$ cat config.mk
export PLATFORM = sky130hd
export DESIGN_NAME = btn_debounce_irq
export DESIGN_NICKNAME = d
export VERILOG_FILES = /design/src/rtl/btn_debounce_irq.sv
export SDC_FILE = /design/constraint.sdc
export NUM_CORES = 1
export LEC_CHECK = 0
export CORE_UTILIZATION = 50
export DETAILED_ROUTE_END_ITERATION = 8
export GPL_TIMING_DRIVEN = 1
export PLACE_DENSITY = 0.7
export SLEW_MARGIN = 15
export SYNTH_ARGS = -nofsm -noshare
export SYNTH_HDL_FRONTEND = slang
export SYNTH_SLANG_ARGS = --single-unit
$ cat constraint.sdc
create_clock -name clk_25mhz -period 2.6 [get_ports clk_25mhz]
set_clock_uncertainty 0.15 [all_clocks]
set_input_delay 0.26 -clock clk_25mhz [delete_from_list [all_inputs] [get_ports clk_25mhz]]
set_output_delay 0.26 -clock clk_25mhz [all_outputs]
set_load 0.03 [all_outputs]
$ cat src/rtl/btn_debounce_irq.sv
// Button conditioner: 2-FF sync, per-bit debounce, press/release pulses, pending mask and level IRQ.
// Optional autorepeat of press pulses while held: define BTN_DEBOUNCE_AUTOREPEAT_EN.
module btn_debounce_irq #(
    parameter int unsigned                C_btn_bits          = 7,
    parameter logic [C_btn_bits-1:0]      C_btn_active_low    = 7'b0000001,
    parameter int unsigned                C_debounce_bits     = 16,
    parameter int unsigned                C_repeat_delay_bits = 24,
    parameter int unsigned                C_repeat_rate_bits  = 22
) (
    input  logic                  clk_25mhz,
    input  logic                  reset,
    input  logic [C_btn_bits-1:0] btn_raw,
    input  logic                  ack,
    input  logic [C_btn_bits-1:0] ack_mask,
    output logic [C_btn_bits-1:0] btn_stable,
    output logic [C_btn_bits-1:0] btn_press,
    output logic [C_btn_bits-1:0] btn_release,
    output logic [C_btn_bits-1:0] pending,
    output logic                  irq
);

    localparam int unsigned NB = C_btn_bits;
    localparam int unsigned DW = C_debounce_bits;
    localparam logic [DW-1:0] CNT_MAX = '1;

    // The repeat counter reuses its low bits for the rate period, so rate must not exceed delay.
    if (C_repeat_rate_bits > C_repeat_delay_bits || C_repeat_rate_bits == 0) begin : g_bad_repeat_cfg
        $error("btn_debounce_irq: C_repeat_rate_bits must be in 1..C_repeat_delay_bits");
    end

    logic [NB-1:0] sync_a;
    logic [NB-1:0] sync_b;
    logic [NB-1:0] s_lvl;
    logic [DW-1:0] cnt     [NB];
    logic [DW-1:0] cnt_nxt [NB];
    logic [NB-1:0] stable_nxt;
    logic [NB-1:0] rise;
    logic [NB-1:0] fall;
    logic [NB-1:0] press_nxt;
    logic [NB-1:0] ack_clr;

    // Two-stage synchroniser; polarity normalised so 1 = pressed.
    always_ff @(posedge clk_25mhz) begin
        if (reset) begin
            sync_a <= '0;
            sync_b <= '0;
        end else begin
            sync_a <= btn_raw;
            sync_b <= sync_a;
        end
    end

    assign s_lvl = sync_b ^ C_btn_active_low;

    // Debounce window: level must differ from stable for 2^DW consecutive samples.
    always_comb begin
        stable_nxt = btn_stable;
        rise       = '0;
        fall       = '0;
        for (int i = 0; i < int'(NB); i++) begin
            cnt_nxt[i] = cnt[i];
            if (s_lvl[i] == btn_stable[i]) begin
                cnt_nxt[i] = '0;
            end else if (cnt[i] == CNT_MAX) begin
                cnt_nxt[i]    = '0;
                stable_nxt[i] = s_lvl[i];
                rise[i]       = s_lvl[i];
                fall[i]       = ~s_lvl[i];
            end else begin
                cnt_nxt[i] = cnt[i] + DW'(1);
            end
        end
    end

    always_ff @(posedge clk_25mhz) begin
        if (reset) begin
            for (int i = 0; i < int'(NB); i++) begin
                cnt[i] <= '0;
            end
            btn_stable  <= '0;
            btn_press   <= '0;
            btn_release <= '0;
        end else begin
            for (int i = 0; i < int'(NB); i++) begin
                cnt[i] <= cnt_nxt[i];
            end
            btn_stable  <= stable_nxt;
            btn_press   <= press_nxt;
            btn_release <= fall;
        end
    end

`ifdef BTN_DEBOUNCE_AUTOREPEAT_EN
    localparam int unsigned RW = C_repeat_delay_bits;
    localparam logic [RW-1:0] DELAY_MAX = '1;
    localparam logic [RW-1:0] RATE_MAX  = RW'({C_repeat_rate_bits{1'b1}});

    logic [RW-1:0] rep_cnt [NB];
    logic [NB-1:0] rep_fast;
    logic [NB-1:0] rep_hit;

    // First repeat after the long delay, then at the shorter rate; a releasing bit never repeats.
    always_comb begin
        rep_hit = '0;
        for (int i = 0; i < int'(NB); i++) begin
            rep_hit[i] = btn_stable[i] & stable_nxt[i] &
                         (rep_fast[i] ? (rep_cnt[i] == RATE_MAX) : (rep_cnt[i] == DELAY_MAX));
        end
    end

    always_ff @(posedge clk_25mhz) begin
        if (reset) begin
            for (int i = 0; i < int'(NB); i++) begin
                rep_cnt[i] <= '0;
            end
            rep_fast <= '0;
        end else begin
            for (int i = 0; i < int'(NB); i++) begin
                if (!btn_stable[i]) begin
                    rep_cnt[i]  <= '0;
                    rep_fast[i] <= 1'b0;
                end else if (rep_hit[i]) begin
                    rep_cnt[i]  <= '0;
                    rep_fast[i] <= 1'b1;
                end else begin
                    rep_cnt[i] <= rep_cnt[i] + RW'(1);
                end
            end
        end
    end

    assign press_nxt = rise | rep_hit;
`else
    assign press_nxt = rise;
`endif

    assign ack_clr = ack_mask & {NB{ack}};

    // A press in the same cycle as its ack is kept so no event is lost.
    always_ff @(posedge clk_25mhz) begin
        if (reset) begin
            pending <= '0;
            irq     <= 1'b0;
        end else begin
            pending <= (pending & ~ack_clr) | btn_press;
            irq     <= |pending;
        end
    end

endmodule

==> results.md <==
- The number of nets produced by synthesis is approximately 720.
- The flow ran to the end, and the final reports show no timing, DRC or antenna violations.
- The core outline area is about 0.012 mm².
- In the post-synthesis netlist, the cell with the most instances is sky130_fd_sc_hd__dfxtp_1.
- The largest stage delay on the critical path is between 500 and 600 ps.
- The clock net in this run drives a total of between 150 and 200 sinks.
- The slowest cell on the critical path is sky130_fd_sc_hd__or4_4.
- The max-capacitance violation count is 0.
- Relative to the synthesized area, the layout overhead comes to 19.4%.
- The buffer depth of the longest clock path is 2.
- In this run the mean area of a mapped cell was 8.96 µm².
- The clock-pin transition on the worst setup and hold timing paths is 60 ps.
- Setup repair after global routing left no endpoint under its margin.
- Among all flip-flop cells after synthesis, the most frequent one is sky130_fd_sc_hd__dfxtp_1.
- The leakage component of the power is about 2.4 nW.
- The number of standard cells after synthesis is 695.
- The TritonCTS clock tree is done.
- The starting utilization of the core area is about half.
- The number of enable flip-flop cells after synthesis is 0.
- The power density relative to cell area is around 680 mW/mm².
- The maximum clock rate is 0.471 GHz.
- The worst path needs 2120 ps of the cycle, external delays included.
- Among cell families on the critical path, the largest total delay comes from simple AND/OR/NAND/NOR gates.
- The critical path goes through nand4_2 > or4_4 > o21ai_1 > buf_4 > nor2_1.
- The worst hold path belongs to the class input pin to flip-flop.
- For this design the top-level I/O count stands at 46.
- The routed layout has roughly 4800 vias.
- For the worst setup path, the data required time is ~2800 ps.
- Counting instances, the worst hold path has a depth of 2.
- For this run the aggregate overflow at the end of global routing stands at 0.
- The post-route antenna net violation count is 0.
- Counting buffers and inverters, the worst setup path is 5 cells deep.
- The number of antenna violations at the first check in global routing is 0.
- Post-CTS timing repair inserted 0 buffers for setup.
- The final HPWL from detailed placement is 8090 µm.
- The critical path is of the flip-flop to flip-flop type.
- The number of endpoints with negative hold slack in the final report is 0.
- The total design power is approximately 5.0 mW.
- The die covers 0.0129 mm².
- The max-slew violation total from the final report is 0.
- Summing all flip-flop and latch instances after layout gives 0.00310 mm².
- The global-route usage over all layers is around a fifth.
- The final cell count without fillers is about 920.
- In the global route stage, met1 resource usage came out at between 20% and 30%.
- After synthesis, flip-flops and latches occupy 49.8% of the total area.
- Dividing the final minimum period by the clock period gives 81.7%.
- The number of global-route vias before repair is approximately 4400.
- The buffering stage count on the worst path with inverters included is 1.
- The total clock buffers created by CTS is 17.
- The die is 114 µm wide.
- The post-detailed-route DRC marker count is 0.
- The insertion delay of the later-clocked pin in the worst-skew pair is approximately 420 ps.
- The average detailed-routed wire length per instance is 12.5 µm.
- The DRC violation total after the first TritonRoute iteration is between 300 and 400.
- Before antenna repair, the detailed router went through 4 iterations.
- Along the worst path, the maximum fanout reaches 7.
- Routability-driven placement finished with a final weighted congestion of slightly below 0.8.
- During synthesis, Yosys emitted a total of 0 warnings.
- The final layout contains routed wiring with a total length of between 10000 and 15000 µm.
- The initialized floorplan defines 40 standard-cell rows.
- After filler insertion, the fill cell instance count of the layout stands at between 1000 and 1500.
- met2 is the most crowded layer.
- Dividing the detail-routed via count by the number of cells gives between 5 and 6.
- The antenna diode count is 0.
- The clock tree synthesis step divided the H-tree into 4 levels.
- The total number of nets in the final design is 767.
- The number of hold buffers added after cts is 0.
- For the pin with the worst max-slew slack, the measured transition is around 550 ps.
- For the worst flop-to-flop path, the logic depth is 5.
- The final worst setup slack is ~480 ps.
- The share of synthesized flip-flops with an asynchronous set or reset is 0%.
- The cell at the root of the clock tree is sky130_fd_sc_hd__clkbuf_16.
- The accumulated negative setup slack is 0 ps.
- In this run the tightest slew margin relative to its limit is around 63%.
- Data on the critical path arrives at its endpoint at 2290 ps.
- By area the synthesized netlist is led by sky130_fd_sc_hd__dfxtp_1 50%, sky130_fd_sc_hd__xnor2_1 7.2%, sky130_fd_sc_hd__nor2_1 7.0%.
- The cell area that synthesis handed to floorplanning was 0.00623 mm².
- The largest voltage drop on the vdd net is 0.437 mV.
- Cells with a size suffix above 1 make up between 6 and 7% of the layout.
- The pre-CTS setup slack is 478 ps.
- The met3 global-route usage is under 10%.
- The biggest area contributor in the post-synthesis netlist is sky130_fd_sc_hd__dfxtp_1.
- The first global-routing pass estimated slightly below 20000 µm of wire.
- The kind of end point of the critical path is a flip-flop.
- STA classifies the critical path startpoint as a flip-flop.
- The fraction of met2 tracks used by global routing is between 30 and 40%.
- After clock tree synthesis, the repair step resized 0 gates.
- The portion of synthesized cell area occupied by the leading cell type is approximately half.
- The number of input and output port buffers inserted is between 40 and 50.
- The area of the multi-input gates is 0.00296 mm².
- Entering global routing, the biggest net connects 20 pins.
- The post-synthesis sequential element count is 155.
- The count of placed standard cells including taps is just under 900.
- The die boundary height is ~110 µm.
- The number of library cell types mapped by synthesis is 38.
- Setup violations remaining at the end of the flow were counted as 0.
- The commonest cells after synthesis are 155 x sky130_fd_sc_hd__dfxtp_1, 116 x sky130_fd_sc_hd__nor2_1, 51 x sky130_fd_sc_hd__xnor2_1.
[placed cells by master (no fill, tap or decap), drive strengths merged, types with 3 or more instances in the layout]
cell type,instances
nand3,36
clkinv,5
nor2,116
dfxtp,155
a21oi,23
ha,7
nor3,27
o21ai,15
buf,8
or3,11
or2,7
o31ai,3
inv,16
bufinv,4
or4,8
nand2,43
nand2b,11
nor4b,3
and3,8
nor4,18
clkbuf,21
xor2,38
xnor2,51
a21o,3
mux2i,3
nor2b,16
and2,4
nand4,34
clkdlybuf4s50,44
and4,12
[cell families (layout without fill, tap and decap cells)]
group,Yosys count,after routing,share of synthesized area [%]
buf+inv,39,98,2.61
xor+xnor,89,89,12.5
mux,3,3,0.482
simple gates,354,354,28.9
compound gates,48,48,4.26
flops,155,155,49.8
fa+ha+maj,7,7,1.41
[power breakdown]
group          internal [mW]  total [mW]  switching (mW)
Sequential              2.39        2.40          0.0103
Clock                   1.64        2.53           0.898
Combinational         0.0445      0.0934          0.0489
Total                   4.07        5.03           0.957
[flip-flops by register name, summed over array words and instances, names as in the netlist]
signal and flops:
cnt 112, btn_press 7, btn_release 7, btn_stable 7, pending 7, sync_a 7
sync_b 7, irq 1
[metrics by stage]
stage	instance area, µm²	util [%]	hold WS [ps]
floorplan	6230	-	238
global placement	6830	56.7	266
detailed placement	6830	56.7	279
CTS	7440	61.7	15.8
global route	7440	61.7	16.2
finish	7440	61.7	19.2
[worst paths after layout]
check | startpoint | endpoint | slack (ps)
setup reg to reg | cnt[5][9] | cnt[5][2] | 480
hold reg to reg | sync_a[0] | sync_b[0] | 280
hold / removal | reset | pending[1] | 20
setup / recovery | cnt[5][9] | cnt[5][2] | 480
[layer usage]
metal / vias up / wire length (µm)
li1: 2475 / -
met1: 2218 / 5560
met2: 72 / 5440
met3: 10 / 462
met4: 0 / 101
met5: - / 0
[area by class of cell]
type / count / share of cell area [%]
clock buffer: 21 / 6.19
clock inverter: 9 / 1.95
inverter: 16 / 0.807
multi-input combinational: 501 / 39.8
sequential: 155 / 41.7
tap: 168 / 2.83
timing repair buffer: 52 / 6.69
Power figures use the tool's default switching activity.
==> variant 1 (same flow settings) <==
Build with the macro `BTN_DEBOUNCE_AUTOREPEAT_EN` defined.
--- a/src/rtl/btn_debounce_irq.sv
+++ b/src/rtl/btn_debounce_irq.sv
@@ -1,5 +1,7 @@
 // Button conditioner: 2-FF sync, per-bit debounce, press/release pulses, pending mask and level IRQ.
 // Optional autorepeat of press pulses while held: define BTN_DEBOUNCE_AUTOREPEAT_EN.
+`define BTN_DEBOUNCE_AUTOREPEAT_EN
+
 module btn_debounce_irq #(
     parameter int unsigned                C_btn_bits          = 7,
     parameter logic [C_btn_bits-1:0]      C_btn_active_low    = 7'b0000001,
Check against the original RTL: no difference found for any inputs over 10 cycles, from zero or initial values and one cycle with reset high; that may be too few to reach the edited logic, so the function may still have changed.
==> variant 1 against the original RTL <==
  * Worst setup slack got worse by 250 ps
  * Routed wire length increased by 130%
  * Power increased by 120%
  * Synthesized area increased by 150%
  * Sequential cell count increased by 175
  * Final area increased by 140%
  * Critical path depth increased by 3
  * Global-route usage decreased by 1.7 points
  * First-iteration DRC count increased by 28%
==> variant 1: results (changes against the original RTL) <==
stage;metric;value;unit;change
status;status;complete, no violations;;unchanged
cells_and_area;antenna cells;0;;unchanged
place;dpl hpwl;18500;µm;was 8090 µm
routing;Detailed Route Iter0 Violations;421;;was 329
synthesis;Ys Warns;0;;unchanged
pwr;Leak;6.32;nW;was 2.38 nW
critical_path;WP data arrival;2470;ps;was 2290 ps
cells_and_area;fraction of layout cells with a size suffix above 1;0.0572;;was 0.0610
grt;gr usage total;0.176;;was 0.192
grt;global-route wire length before repair;46400;µm;was 19700 µm
grt;initial antenna violation count;0;;unchanged
cells_and_area;biggest regs;rep_cnt (168), cnt (112);;
synthesis;sequential area share after synthesis;0.541;;was 0.498
min_path;Hold Path Class;in2reg;;unchanged
grt;global route overflow;0;;unchanged
place;Place WS;180;ps;was 478 ps
timing;final count of hold timing violations;0;;unchanged
pwr;Net Sw Frac;0.203;;was 0.190
synthesis;Async SR Flop Fraction;0;;unchanged
min_path;Hold Path Origin;reset;;unchanged
clock_network;Num CTS Buffers;37;;was 17
critical_path;Largest stage delay, worst path;420;ps;was 540 ps
grt;vias in the first global route;10500;;was 4442
synthesis;most frequent cells after synthesis;342 x nor2_1, 168 x edfxtp_1, 162 x dfxtp_1;;was 155 x dfxtp_1, 116 x nor2_1, 51 x xnor2_1
place;Port-buffer cells;45;;unchanged
clock_network;H-tree levels;2;;was 4
clock_network;root buf cell;clkbuf_16;;unchanged
critical_path;slowest CP cell;edfxtp_1;;was or4_4
timing;worst-margin pin slew;593;ps;was 550 ps
synthesis;Distinct cells, synth;53;;was 38
critical_path;CP Max Fanout;24;;was 7
synthesis;Area contributors post-synth;edfxtp_1 33%, dfxtp_1 21%, nor2_1 8.4%, xor2_1 8.3%, xnor2_1 5.8%;;was dfxtp_1 50%, xnor2_1 7.2%, nor2_1 7.0%, xor2_1 5.3%, nand4_1 3.3%
critical_path;critical path launch point;rep_cnt[6][0]$_SDFFCE_PP0P_;;was cnt[5][9]$_SDFF_PP0_
clock_network;CTS max path bufs;3;;was 2
place;routability cong.;0.788;;was 0.778
synthesis;Post-synth EDFFs;168;;was 0
pwr;VDD IR max;485;µV;was 437 µV
grt;largest net degree at the start of global routing;36;;was 20
timing;post-route setup TNS;0;ps;unchanged
clock_network;Reg clk slew, reported paths;60;ps;about the same
routing;DRT Pass-1 Iters;4;;unchanged
clock_network;clk_lat worst skew;500;ps;was 420 ps
cells_and_area;fin nets;1824;;was 767
routing;Routed WL;26800;µm;was 11600 µm
routing;mean number of vias per cell;4.96;;was 5.18
## variant 1: changes by cell type in the layout (fill, tap and decap cells not counted), sizes merged, moves of 40 or more
| cell | change |
|---|---|
| conb | +168 |
| edfxtp | +168 |
| nand2 | +40 |
| nand3 | +81 |
| nor2 | +226 |
| xnor2 | +50 |
| xor2 | +107 |
## variant 1: power groups by stage
| stage | Combinational [mW] | Clock (mW) | Sequential (mW) |
|---|---|---|---|
| CTS | 0.224 | 5.11 | 5.68 |
| floorplan | 0.173 | 0 | 5.76 |
| detailed placement | 0.221 | 0 | 5.79 |
| global placement | 0.221 | 0 | 5.78 |
| finish | 0.230 | 4.97 | 5.68 |
| global route | 0.266 | 5.33 | 5.69 |
## variant 1: per-layer routing
metal,part of all wire,wire (µm),track usage
met2,0.47,12700,0.304
met1,0.47,12700,0.226
met3,0.036,953,0.0294
met5,0,0,0
met4,0.017,452,0.0467
## variant 1: path summary, 6_finish.rpt
check	to	slack, ps	cells after the start
worst min-delay path	sync_a[1]$_SDFF_PP0_	40	3
worst max register to register	rep_cnt[6][4]$_SDFFCE_PP0P_	220	8
worst max-delay path	rep_cnt[6][4]$_SDFFCE_PP0P_	220	8
worst min register to register	sync_b[0]$_SDFF_PP0_	280	1
## variant 1: layout make-up
| type | count | area, µm² |
|---|---|---|
| flip-flops and latches | 330 | 8290 |
| repair buffers | 74 | 713 |
| clock inverters | 7 | 33.8 |
| clock buffers | 58 | 1140 |
| well taps | 390 | 488 |
| multi-input cells | 1315 | 7380 |
| fillers | 2547 | 11700 |
| inverters | 35 | 131 |
## variant 1: repair_timing
action / CTS / global route
setup buffers: 0 / 0
setup endpoints to repair: 0 / 24
gates resized for setup: 0 / 2
## variant 1: logic make-up after synthesis
logic type | count (synthesis) | synth area share
flip-flops | 330 | 0.541
multiplexers | 3 | 0.00196
buffers and inverters | 77 | 0.0196
other | 1 | 0.000245
adder cells (fa/ha/maj) | 14 | 0.0114
AND/OR/NAND/NOR | 818 | 0.260
AO/OA/AOI/OAI | 66 | 0.0256
XOR/XNOR | 246 | 0.141
## variant 1: worst max-delay path: cells and delay by family (launching register included)
kind	cells	cell delay (ps)
and+or+nand+nor	4	730
DFF	1	420
buffers and inverters	2	350
adders and majority gates	1	240
AOI/OAI and AO/OA	1	230
## variant 1: stage by stage
stage	utilization	hold WS, ps	instance area, µm²	total power [mW]	std cells
after floorplan	-	238	16000	5.93	1722
after global placement	0.569	267	17000	6.00	2144
after detailed placement	0.569	270	17000	6.01	2144
after CTS	0.608	27.9	18200	11.0	2209
after global routing	0.608	54.5	18200	11.3	2209
final	0.608	43.3	18200	10.9	2209
==> variant 2 (config.mk and constraints unchanged) <==
Without the edit above. Add an input register stage for `btn_raw`; this delays it by one clock. The other inputs are not delayed to match.
--- a/src/rtl/btn_debounce_irq.sv
+++ b/src/rtl/btn_debounce_irq.sv
@@ -23,6 +23,12 @@
     localparam int unsigned DW = C_debounce_bits;
     localparam logic [DW-1:0] CNT_MAX = '1;
 
+    logic [C_btn_bits-1:0] btn_raw_q;
+
+    always_ff @(posedge clk_25mhz) begin
+        btn_raw_q <= btn_raw;
+    end
+
     // The repeat counter reuses its low bits for the rate period, so rate must not exceed delay.
     if (C_repeat_rate_bits > C_repeat_delay_bits || C_repeat_rate_bits == 0) begin : g_bad_repeat_cfg
         $error("btn_debounce_irq: C_repeat_rate_bits must be in 1..C_repeat_delay_bits");
@@ -45,7 +51,7 @@
             sync_a <= '0;
             sync_b <= '0;
         end else begin
-            sync_a <= btn_raw;
+            sync_a <= btn_raw_q;
             sync_b <= sync_a;
         end
     end
Behaviour: same outputs for any inputs over 10 cycles, from zero or initial values and one cycle with reset high; that may be too few to reach the edited logic, so the function may still have changed.
==> variant 2 against the original RTL <==
  * Sequential cell count rose by 7
  * Synthesized area up 2.6%
  * Largest cell class unchanged
  * Power grew 3.1%
  * Worst setup slack worse by 93 ps
  * Synthesized cell count did not move
  * Sequential share of layout area grew 0.83 points
  * Routed wire length rose by 3.2%
  * Global-route usage up 0.51 points
  * Die area up 2.6%
  * First-iteration DRC count is 23% lower
  * Final area rose by 2.5%
  * Count of clock-buffer cells in the layout is the same
  * Critical path type unchanged
  * Highest routed layer unchanged
==> variant 2: results (changes against the original RTL) <==
stage;metric;value;unit;change
routing;DRT Pass-1 Iters;4;;unchanged
routing;mean number of vias per cell;5.10;;was 5.18
status;status;complete, no violations;;unchanged
pwr;Net Sw Frac;0.195;;was 0.190
synthesis;sequential area share after synthesis;0.507;;was 0.498
synthesis;Ys Warns;0;;unchanged
place;Port-buffer cells;45;;unchanged
routing;Routed WL;11900;µm;was 11600 µm
routing;Detailed Route Iter0 Violations;253;;was 329
cells_and_area;max reg flops;112;;unchanged
clock_network;Post-CTS Resized;0;;unchanged
grt;largest net degree at the start of global routing;26;;was 20
pwr;Leak;2.41;nW;was 2.38 nW
grt;initial antenna violation count;0;;unchanged
critical_path;CP Max Fanout;9;;was 7
grt;global-route wire length before repair;20300;µm;was 19700 µm
clock_network;Num CTS Buffers;17;;unchanged
synthesis;Main synth FF type;dfxtp_1;;unchanged
clock_network;Reg clk slew, reported paths;60;ps;about the same
grt;vias in the first global route;4534;;was 4442
clock_network;H-tree levels;4;;unchanged
grt;gr usage total;0.197;;was 0.192
place;placed cell count;899;;was 892
synthesis;Distinct cells, synth;41;;was 38
cells_and_area;fraction of layout cells with a size suffix above 1;0.0682;;was 0.0610
synthesis;Async SR Flop Fraction;0;;unchanged
place;routability cong.;0.804;;was 0.778
cells_and_area;non-filler cells in the finished layout;931;;was 922
place;dpl hpwl;8270;µm;was 8090 µm
clock_network;root buf cell;clkbuf_16;;unchanged
critical_path;WP data arrival;2380;ps;was 2290 ps
clock_network;Hold Buf Count CTS;0;;unchanged
cells_and_area;fin nets;774;;was 767
cells_and_area;antenna cells;0;;unchanged
clock_network;CTS max path bufs;2;;unchanged
clock_network;Post-CTS Setup Repair Bufs;0;;unchanged
critical_path;CP Launch Type;flip-flop;;unchanged
synthesis;area leader, netlist;dfxtp_1;;unchanged
cells_and_area;register name with the most flops;cnt;;unchanged
pwr;VDD IR max;441;µV;was 437 µV
critical_path;R2R Path Start;cnt[0][0]$_SDFF_PP0_;;was cnt[5][9]$_SDFF_PP0_
clock_network;clk_lat worst skew;420;ps;about the same
synthesis;mean post-synth cell area;9.20;µm²;was 8.96 µm²
synthesis;Area contributors post-synth;dfxtp_1 51%, xnor2_1 8.6%, nor2_1 7.8%, xor2_1 4.8%, nand4_1 3.5%;;was dfxtp_1 50%, xnor2_1 7.2%, nor2_1 7.0%, xor2_1 5.3%, nand4_1 3.3%
timing;Rel. slew slack;0.556;;was 0.630
synthesis;Syn Nets;719;;unchanged
synthesis;most frequent cells after synthesis;162 x dfxtp_1, 133 x nor2_1, 63 x xnor2_1;;was 155 x dfxtp_1, 116 x nor2_1, 51 x xnor2_1
timing;final count of hold timing violations;0;;unchanged
min_path;Hold Path Class;in2reg;;unchanged
min_path;Hold Path Origin;btn_raw[0];;was reset
==> variant 2: cell count changes after synthesis, sizes merged, moves of 4 or more <==
cell / unedited run / this run
nand4: 34 / 38
a21oi: 23 / 13
dfxtp: 155 / 162
o21ai: 15 / 6
nor2: 116 / 133
nand2: 43 / 38
or3: 11 / 3
and3: 8 / 4
xnor2: 51 / 63
clkbuf: 15 / 6
nor4: 18 / 31
==> variant 2: critical path, stage by stage (launching register included) <==
cell and delay, ps:
dfxtp_1 400, ha_1 320, inv_1 90, or4_4 560
o21ai_2 300, buf_4 230, nor2_1 60
==> variant 2: through the flow <==
step / hold WS (ps) / setup slack (ps) / utilization / cell area, µm²
2_1_floorplan: 138 / 643 / - / 6390
3_3_place_gp: 272 / 483 / 0.574 / 7010
3_5_place_dp: 273 / 392 / 0.574 / 7010
4_1_cts: 110 / 381 / 0.624 / 7620
5_1_grt: 115 / 232 / 0.624 / 7620
6_report: 124 / 383 / 0.624 / 7620
==> variant 2: worst paths after layout <==
check             slack, ps                    to  cells past startpoint
setup / recovery        380  cnt[0][4]$_SDFF_PP0_                      6
hold / removal          120  btn_raw_q[0]$_DFF_P_                      1
setup reg to reg        380  cnt[0][4]$_SDFF_PP0_                      6
hold reg to reg         280  sync_b[5]$_SDFF_PP0_                      1
==> variant 2: logic make-up (layout without fill, tap and decap cells) <==
family | Yosys count | in the layout | synth area share
AOI/OAI and AO/OA | 28 | 28 | 0.0270
xor gates and xnor gates | 98 | 98 | 0.134
adders and majority gates | 7 | 7 | 0.0137
buffers and inverters | 33 | 101 | 0.0229
DFF | 162 | 162 | 0.507
muxes | 4 | 4 | 0.00626
and+or+nand+nor | 363 | 363 | 0.288
==> variant 2: power by group through the flow <==
stage               Combinational (mW)  Sequential [mW]  Clock, mW
finish                          0.0903             2.52       2.57
CTS                             0.0919             2.52       2.63
floorplan                       0.0518             2.57          0
global route                     0.101             2.52       2.75
detailed placement              0.0911             2.57          0
global placement                0.0890             2.57          0
==> variant 2: layout make-up <==
cell class	count	area, µm²
clock buffer	21	450
clock inverter	11	160
fill	1044	4590
inverter	18	67.6
multi-input combinational	500	3000
sequential	162	3240
tap	168	210
timing repair buffer	51	490
==> variant 2: layer usage <==
layer  wire, µm  track usage  up-vias
li1           -            -     2495
met3        418       0.0585        7
met4        117       0.0805        0
met2       5700        0.327       71
met1       5710        0.240     2171
met5          0            0        -
